`config.mk`:
```
export PLATFORM = sky130hd
export DESIGN_NAME = note_timer
export DESIGN_NICKNAME = d
export VERILOG_FILES = /design/src/rtl/note_timer.sv
export SDC_FILE = /design/constraint.sdc
export NUM_CORES = 1
export LEC_CHECK = 0
export CAP_MARGIN = 40
export CORE_MARGIN = 5
export CORE_UTILIZATION = 60
export CTS_BUF_LIST = sky130_fd_sc_hd__clkbuf_2 sky130_fd_sc_hd__clkbuf_4 sky130_fd_sc_hd__clkbuf_8
export DETAILED_ROUTE_END_ITERATION = 16
export PLACE_DENSITY = 0.95
export SLEW_MARGIN = 15
export SYNTH_ARGS = -nofsm -noshare
export SYNTH_HDL_FRONTEND = slang
export SYNTH_SLANG_ARGS = --single-unit
```
`constraint.sdc`:
```
create_clock -name i_clk -period 4.99 [get_ports i_clk]
set_clock_uncertainty 0.2 [all_clocks]
set_input_delay 0.7485 -clock i_clk [delete_from_list [all_inputs] [get_ports i_clk]]
set_output_delay 0.7485 -clock i_clk [all_outputs]
set_load 0.02 [all_outputs]
```
`src/rtl/note_timer.sv`:
```
// Per-channel time base: divides i_clk into a tick strobe and counts down
// the ticks left in the current note, flagging note expiry on the tick.
module note_timer #(
    parameter int CLK_PER_TICK = 250000,
    parameter int DUR_WIDTH    = 8
) (
    input  logic                 i_clk,
    input  logic                 i_rst,
    input  logic                 i_enable,
    input  logic                 i_duration_load,
    input  logic [DUR_WIDTH-1:0] i_duration,
    output logic                 o_tick_stb,
    output logic                 o_note_stb,
    output logic [DUR_WIDTH-1:0] o_remaining
);

    localparam int CNT_WIDTH = $clog2(CLK_PER_TICK);
    localparam logic [CNT_WIDTH-1:0] CNT_LAST = CNT_WIDTH'(CLK_PER_TICK - 1);

    logic [CNT_WIDTH-1:0] cnt_q, cnt_d;
    logic [DUR_WIDTH-1:0] remaining_q, remaining_d;
    logic                 tick_stb_q, tick_stb_d;
    logic                 note_stb_q, note_stb_d;
    logic                 tick_edge;

    always_comb begin
        tick_edge   = i_enable && (cnt_q == CNT_LAST);
        cnt_d       = cnt_q;
        tick_stb_d  = tick_edge;
        note_stb_d  = tick_edge && (remaining_q == '0);
        remaining_d = remaining_q;

        if (i_enable) begin
            cnt_d = tick_edge ? '0 : cnt_q + CNT_WIDTH'(1);
        end

        // A load replaces the count outright; stored as D-1 so note_stb
        // lands D ticks after the tick that started this note.
        if (i_duration_load) begin
            remaining_d = (i_duration == '0) ? '0 : i_duration - DUR_WIDTH'(1);
        end else if (tick_edge && (remaining_q != '0)) begin
            remaining_d = remaining_q - DUR_WIDTH'(1);
        end
    end

    always_ff @(posedge i_clk) begin
        if (i_rst) begin
            cnt_q       <= '0;
            remaining_q <= '0;
            tick_stb_q  <= 1'b0;
            note_stb_q  <= 1'b0;
        end else begin
            cnt_q       <= cnt_d;
            remaining_q <= remaining_d;
            tick_stb_q  <= tick_stb_d;
            note_stb_q  <= note_stb_d;
        end
    end

    assign o_tick_stb  = tick_stb_q;
    assign o_note_stb  = note_stb_q;
    assign o_remaining = remaining_q;

endmodule

```
==> impl_metrics.env, run 1 <==
export IMPL_ios=22
export IMPL_grt_remaining_overflow=0
export IMPL_drt_iter0_drc=107
export IMPL_cp_max_fo=16
export IMPL_clockPowerShare_pct=33.2
export IMPL_numCtsBuffers=3
export IMPL_stdcell_area_um2=1900
export IMPL_post_cts_setup_buffers=0
export IMPL_slew_headroom_pct=51.8
export IMPL_routed_wl_um=4130
export IMPL_clk_latency_ps=350
export IMPL_initial_utilization_pct=64.2
export IMPL_syn_area_um2=1620
export IMPL_ys_seq_area_share_pct=34.6
export IMPL_synth_fp_nets=207
export IMPL_power_density_nw_per_um2=246
export IMPL_hold_viol=0
export IMPL_area_growth_synth_to_final_pct=17.1
export IMPL_gp_congestion=0.864
export IMPL_fp_row_count=18
export IMPL_sw_frac_of_total_pct=25.9
export IMPL_yosys_cell_types_count=48
export IMPL_ctsHoldBuffers=0
export IMPL_clockRootBuffer="clkbuf_4"
export IMPL_synth_enable_flop_cells=0
export IMPL_hold_class="reg -> reg"
export IMPL_drv_slew=0
export IMPL_critical_path_class="in -> reg"
export IMPL_maxCapViolCount=0
export IMPL_cts_resized=0
export IMPL_drcViolationCount=0
export IMPL_h_tree_depth=1
export IMPL_comb_power_share_pct=16.0
export IMPL_place_area_um2=1840
export IMPL_portBuffers=21
export IMPL_die_area_um2=3840
export IMPL_p_switching_mw=0.121
export IMPL_ant_nets=0
export IMPL_fmax_mhz=367
export IMPL_pwr_share_seq_pct=50.8
export IMPL_core_um2=2520
export IMPL_drt_pass1_iter_count=6
export IMPL_fin_nets=228
export IMPL_cts_tree="yes"
export IMPL_drt_wirelength_per_cell_um=17.2
export IMPL_clock_sinks=28
export IMPL_grt_max_degree=17
export IMPL_path_clk_slew_ps=160
export IMPL_cp_arrival_ps=2750
export IMPL_yosys_most_used_dff="dfxtp_1"
export IMPL_drive_gt1_share_pct=6.67
export IMPL_cp_end_kind="flip-flop"
export IMPL_die_w_um=61.9
export IMPL_syn_avg_cell_area_um2=8.52
export IMPL_tightest_slew_ps=717
export IMPL_required_ps=5010
export IMPL_dpl_hpwl_um=3030
export IMPL_synthArstFlopShare_pct=0
export IMPL_antenna_found_initial=0
export IMPL_vias_per_cell=6.34
export IMPL_clock_path_buffers=2
export IMPL_synth_cells=190
export IMPL_fin_tns_setup_ps=0
export IMPL_vdd_drop_max_mv=0.234
export IMPL_p_int_mw=0.346
export IMPL_layout_min_cycle_time_ps=2730
export IMPL_n_antenna_cell=0
export IMPL_rsz0062_at_grt="no"
export IMPL_critPathLaunchType="primary input"
export IMPL_leakage_nw=0.666
export IMPL_fin_crit_sh_pct=54.7
export IMPL_grt_pass1_wl_um=6670
export IMPL_ys_ff_latch=28
export IMPL_outcome="finished clean"
export IMPL_vias=1521
export IMPL_first_global_vias=1552
export IMPL_grt_usage_pct=23.5
export IMPL_setup_viol=0
export IMPL_yosysWarnings=0
export IMPL_die_y_um=61.9
[power groups by stage]
stage,sequential (mW),combinational (mW),clock [mW]
floorplan,0.245,0.0390,0
global placement,0.241,0.0697,0
detailed placement,0.241,0.0731,0
CTS,0.237,0.0739,0.154
global route,0.238,0.0802,0.163
finish,0.237,0.0749,0.155
[state kept, by name, indices dropped and copies added, names as in the netlist]
register	count
o_note_stb	1
cnt_q	18
o_tick_stb	1
o_remaining	8
[layout make-up]
| class | instances | area, µm² |
|---|---|---|
| Multi-Input combinational cell | 145 | 990 |
| Fill cell | 172 | 627 |
| Sequential cell | 28 | 561 |
| Timing Repair Buffer | 21 | 210 |
| Inverter | 12 | 45.0 |
| Tap cell | 30 | 37.5 |
| Clock inverter | 1 | 30.0 |
| Clock buffer | 3 | 22.5 |
[kinds of logic (layout without fill, tap and decap cells)]
group | after synthesis | after routing | synth area share (%)
flip-flops | 28 | 28 | 34.6
multiplexers | 5 | 5 | 3.48
buffers and inverters | 17 | 37 | 4.25
XOR/XNOR | 21 | 21 | 11.4
AND/OR/NAND/NOR | 92 | 92 | 31.9
adder cells (fa/ha/maj) | 5 | 5 | 3.86
AO/OA/AOI/OAI | 22 | 22 | 10.5
[worst paths after layout]
check	end	cells after the start	slack, ps	from
worst max-delay path	cnt_q[8]$_SDFFE_PP0P_	6	2260	i_enable
worst max register to register	o_remaining[4]$_SDFFE_PP0P_	7	2630	o_remaining[0]$_SDFFE_PP0P_
worst min register to register	cnt_q[1]$_SDFFE_PP0P_	2	320	cnt_q[1]$_SDFFE_PP0P_
worst min-delay path	cnt_q[1]$_SDFFE_PP0P_	2	320	cnt_q[1]$_SDFFE_PP0P_
[critical path, cell delays in order]
cell             delay, ps
clkdlybuf4s50_1        660
nand4_1                210
and3b_1                320
nand2_1                180
nand2b_1               490
nor2_1                 140
[cells in the mapped netlist (3+ instances only)]
master    number  share of area, %
nand4_1        6               2.3
ha_1           5               3.9
nor2_1        28               6.5
mux2i_1        3               1.9
buf_2          4               1.2
inv_1         12               2.8
nor4_1         4               1.5
nand2_1       11               2.6
and3_1         4               1.5
xnor2_1       13               7.0
nor2b_1        3               1.2
dfxtp_1       28                35
nor3_1         8               2.5
nand2b_1       3               1.2
a21oi_1        6               1.9
nor3_2         3               1.9
xor2_1         8               4.3
nand3_1        5               1.5
o22ai_1        3               1.2
[stage by stage]
step	util, %	hold WS, ps	instances	total power [mW]	setup slack (ps)
floorplan	-	258	190	0.284	2800
global placement	73.1	283	236	0.310	2120
detailed placement	73.1	301	236	0.314	2020
CTS	75.1	322	240	0.465	2340
global route	75.1	353	240	0.481	2200
finish	75.1	323	240	0.467	2260
[routing by layer]
layer | vias up | share of wire [%] | global-route usage (%)
li1 | 707 | - | -
met1 | 699 | 38 | 24.9
met2 | 87 | 49 | 40.7
met3 | 28 | 7.5 | 6.82
met4 | 0 | 5.3 | 14.2
met5 | - | 0 | 0
[cell usage in the layout (no fill, tap or decap), types with 2 or more instances in the layout]
| master | instances |
|---|---|
| ha_1 | 5 |
| nor2_1 | 28 |
| a21oi_1 | 6 |
| nand2_1 | 11 |
| nand3_1 | 5 |
| mux2i_1 | 3 |
| or3_1 | 2 |
| xnor2_1 | 13 |
| and2_1 | 2 |
| nor4_1 | 4 |
| a31oi_1 | 2 |
| nand4_1 | 6 |
| dfxtp_1 | 28 |
| clkdlybuf4s50_1 | 21 |
| xor2_1 | 8 |
| clkbuf_4 | 3 |
| o22ai_1 | 3 |
| nor3_1 | 8 |
| and3_1 | 4 |
| nor3_2 | 3 |
| nand2b_1 | 3 |
| nor2b_1 | 3 |
| o31ai_1 | 2 |
| inv_1 | 12 |
Power figures use the tool's default switching activity.
==> inputs of run 2 (changes only) <==
--- a/config.mk
+++ b/config.mk
@@ -7,10 +7,10 @@
 export LEC_CHECK = 0
 export CAP_MARGIN = 40
 export CORE_MARGIN = 5
-export CORE_UTILIZATION = 60
+export CORE_UTILIZATION = 51
 export CTS_BUF_LIST = sky130_fd_sc_hd__clkbuf_2 sky130_fd_sc_hd__clkbuf_4 sky130_fd_sc_hd__clkbuf_8
 export DETAILED_ROUTE_END_ITERATION = 16
-export PLACE_DENSITY = 0.95
+export PLACE_DENSITY = 0.9
 export SLEW_MARGIN = 15
 export SYNTH_ARGS = -nofsm -noshare
 export SYNTH_HDL_FRONTEND = slang
==> constraint.sdc (replaced) <==
create_clock -name i_clk -period 2.25 [get_ports i_clk]
set_clock_uncertainty 0.2 [all_clocks]
set_input_delay 0.3375 -clock i_clk [delete_from_list [all_inputs] [get_ports i_clk]]
set_output_delay 0.3375 -clock i_clk [all_outputs]
set_load 0.02 [all_outputs]
==> impl_metrics.env, run 2 (synthesis gave the netlist of run 1 again) <==
export IMPL_outcome="finished clean"
export IMPL_clockRootBuffer="clkbuf_4"
export IMPL_die_area_um2=4400
export IMPL_fp_row_count=20
export IMPL_worst_r2r_setup_slack_ps=60
export IMPL_tightest_slew_ps=581
export IMPL_final_cell_mix="nor2_1, dfxtp_1, clkdlybuf4s50_1, buf_4, xnor2_1"
export IMPL_ant_nets=0
export IMPL_critPathLaunchType="flip-flop"
export IMPL_stdcell_area_um2=2100
export IMPL_critical_path_class="reg -> reg"
export IMPL_leakage_nw=0.770
export IMPL_fin_crit_sh_pct=97.2
export IMPL_cp_max_fo=7
export IMPL_die_w_um=66.3
export IMPL_mostFrequentLayoutCell="nor2_1"
export IMPL_crit_buf_inv=1
export IMPL_clock_path_buffers=2
export IMPL_hold_class="reg -> reg"
export IMPL_worstRegToRegCells=7
export IMPL_cp_endpoint="o_remaining[1]$_SDFFE_PP0P_"
export IMPL_path_depth=7
export IMPL_vdd_drop_max_mv=0.419
export IMPL_fmax_mhz=457
export IMPL_grt_pass1_wl_um=7580
export IMPL_dpl_hpwl_um=3150
export IMPL_drt_iter0_drc=129
export IMPL_area_growth_synth_to_final_pct=29.8
export IMPL_layout_min_cycle_time_ps=2190
export IMPL_cp_arrival_ps=2250
export IMPL_total_power_mw=1.06
export IMPL_setup_viol=0
export IMPL_clock_sinks=28
export IMPL_fin_nets=247
export IMPL_clk_latency_ps=340
export IMPL_vias_per_cell=5.90
export IMPL_cp_end_kind="flip-flop"
export IMPL_largest_reg_flops=18
export IMPL_grt_remaining_overflow=0
export IMPL_ios=22
export IMPL_reg2reg_to="o_remaining[1]$_SDFFE_PP0P_"
export IMPL_drive_gt1_share_pct=16.2
export IMPL_maxCapViolCount=0
export IMPL_setup_worst_path_start="o_remaining[0]$_SDFFE_PP0P_"
export IMPL_r2r_start="o_remaining[0]$_SDFFE_PP0P_"
export IMPL_initial_utilization_pct=53.0
export IMPL_hold_viol=0
export IMPL_first_global_vias=1631
export IMPL_routed_wl_um=4500
export IMPL_slowest_delay_ps=480
export IMPL_antenna_found_initial=0
export IMPL_core_um2=3050
export IMPL_hold_path_depth=2
export IMPL_path_clk_slew_ps=150
export IMPL_drt_wirelength_per_cell_um=16.5
export IMPL_slew_headroom_pct=61.2
export IMPL_vias=1612
export IMPL_drcViolationCount=0
export IMPL_gp_congestion=0.881
export IMPL_cts_tree="yes"
export IMPL_grt_usage_pct=22.3
export IMPL_post_route_util_pct=68.8
export IMPL_drv_slew=0
export IMPL_n_antenna_cell=0
export IMPL_rsz0062_at_grt="no"
export IMPL_h_tree_depth=1
export IMPL_grt_max_degree=17
export IMPL_required_ps=2320
export IMPL_die_y_um=66.3
export IMPL_numCtsBuffers=3
export IMPL_portBuffers=21
export IMPL_drt_pass1_iter_count=4
export IMPL_regMostFlops="cnt_q"
export IMPL_path_delay_family="simple AND/OR/NAND/NOR gates"
export IMPL_power_density_nw_per_um2=507
export IMPL_path_cells="inv_1 > ha_1 > or4b_4 > o211ai_4 > nor2_4 > mux2_4 > o2bb2ai_1"
export IMPL_place_area_um2=2010
export IMPL_cpMaxStageDelayCell="or4b_4"
## run 2: cell count changes in the layout (fill, tap and decap cells not counted), sizes merged
| cell | before | now |
|---|---|---|
| buf | 0 | 19 |
## run 2: what timing repair did
action | CTS | global route
gates resized for setup | 2 | 4
hold buffers | 0 | 0
buffers inserted | 2 | 0
pin swaps | 1 | 2
setup endpoints to repair | 2 | 2
## run 2: area by class of cell
type	count	area (µm²)
tap	44	55.1
inverter	12	45.0
clock buffer	3	22.5
clock inverter	1	30.0
sequential	28	562
timing repair buffer	40	365
fill	233	952
multi-input combinational	145	1020
## run 2: worst reg2reg max path: cells and delay by family, from the launching register on
kind / cells / cell delay [ps]
adders and majority gates: 1 / 150
and+or+nand+nor: 2 / 590
buffers and inverters: 1 / 80
muxes: 1 / 310
DFF: 1 / 360
AOI/OAI and AO/OA: 2 / 430
## run 2: power by group
| group | internal, mW | total, mW | leakage (nW) | switching (mW) |
|---|---|---|---|---|
| logic | 0.104 | 0.207 | 0.514 | 0.103 |
| registers | 0.509 | 0.522 | 0.228 | 0.0126 |
| clock network | 0.180 | 0.336 | 0.0279 | 0.155 |
## run 2: worst min-delay path by stage
stage | startpoint | endpoint
after floorplan | cnt_q[1]$_SDFFE_PP0P_ | cnt_q[1]$_SDFFE_PP0P_
after global placement | cnt_q[1]$_SDFFE_PP0P_ | cnt_q[1]$_SDFFE_PP0P_
after detailed placement | cnt_q[1]$_SDFFE_PP0P_ | cnt_q[1]$_SDFFE_PP0P_
after CTS | cnt_q[1]$_SDFFE_PP0P_ | cnt_q[1]$_SDFFE_PP0P_
after global routing | cnt_q[1]$_SDFFE_PP0P_ | cnt_q[1]$_SDFFE_PP0P_
final | cnt_q[1]$_SDFFE_PP0P_ | cnt_q[1]$_SDFFE_PP0P_
## run 2: stage by stage
step           setup TNS [ps]  std cells  setup slack (ps)  hold WS [ps]
6_report                    0        273              63.2           304
5_1_grt                     0        273              3.81           340
4_1_cts                     0        274              20.4           308
3_5_place_dp             -118        268             -59.6           286
3_3_place_gp                0        268              37.2           273
2_1_floorplan               0        190              81.0           258
## run 2: routing by layer
layer	vias to the layer above	global-route usage [%]	wire, µm
met5	-	0	0
li1	749	-	-
met2	71	39.3	2290
met1	773	26.7	1840
met3	19	4.93	259
met4	0	6.60	119
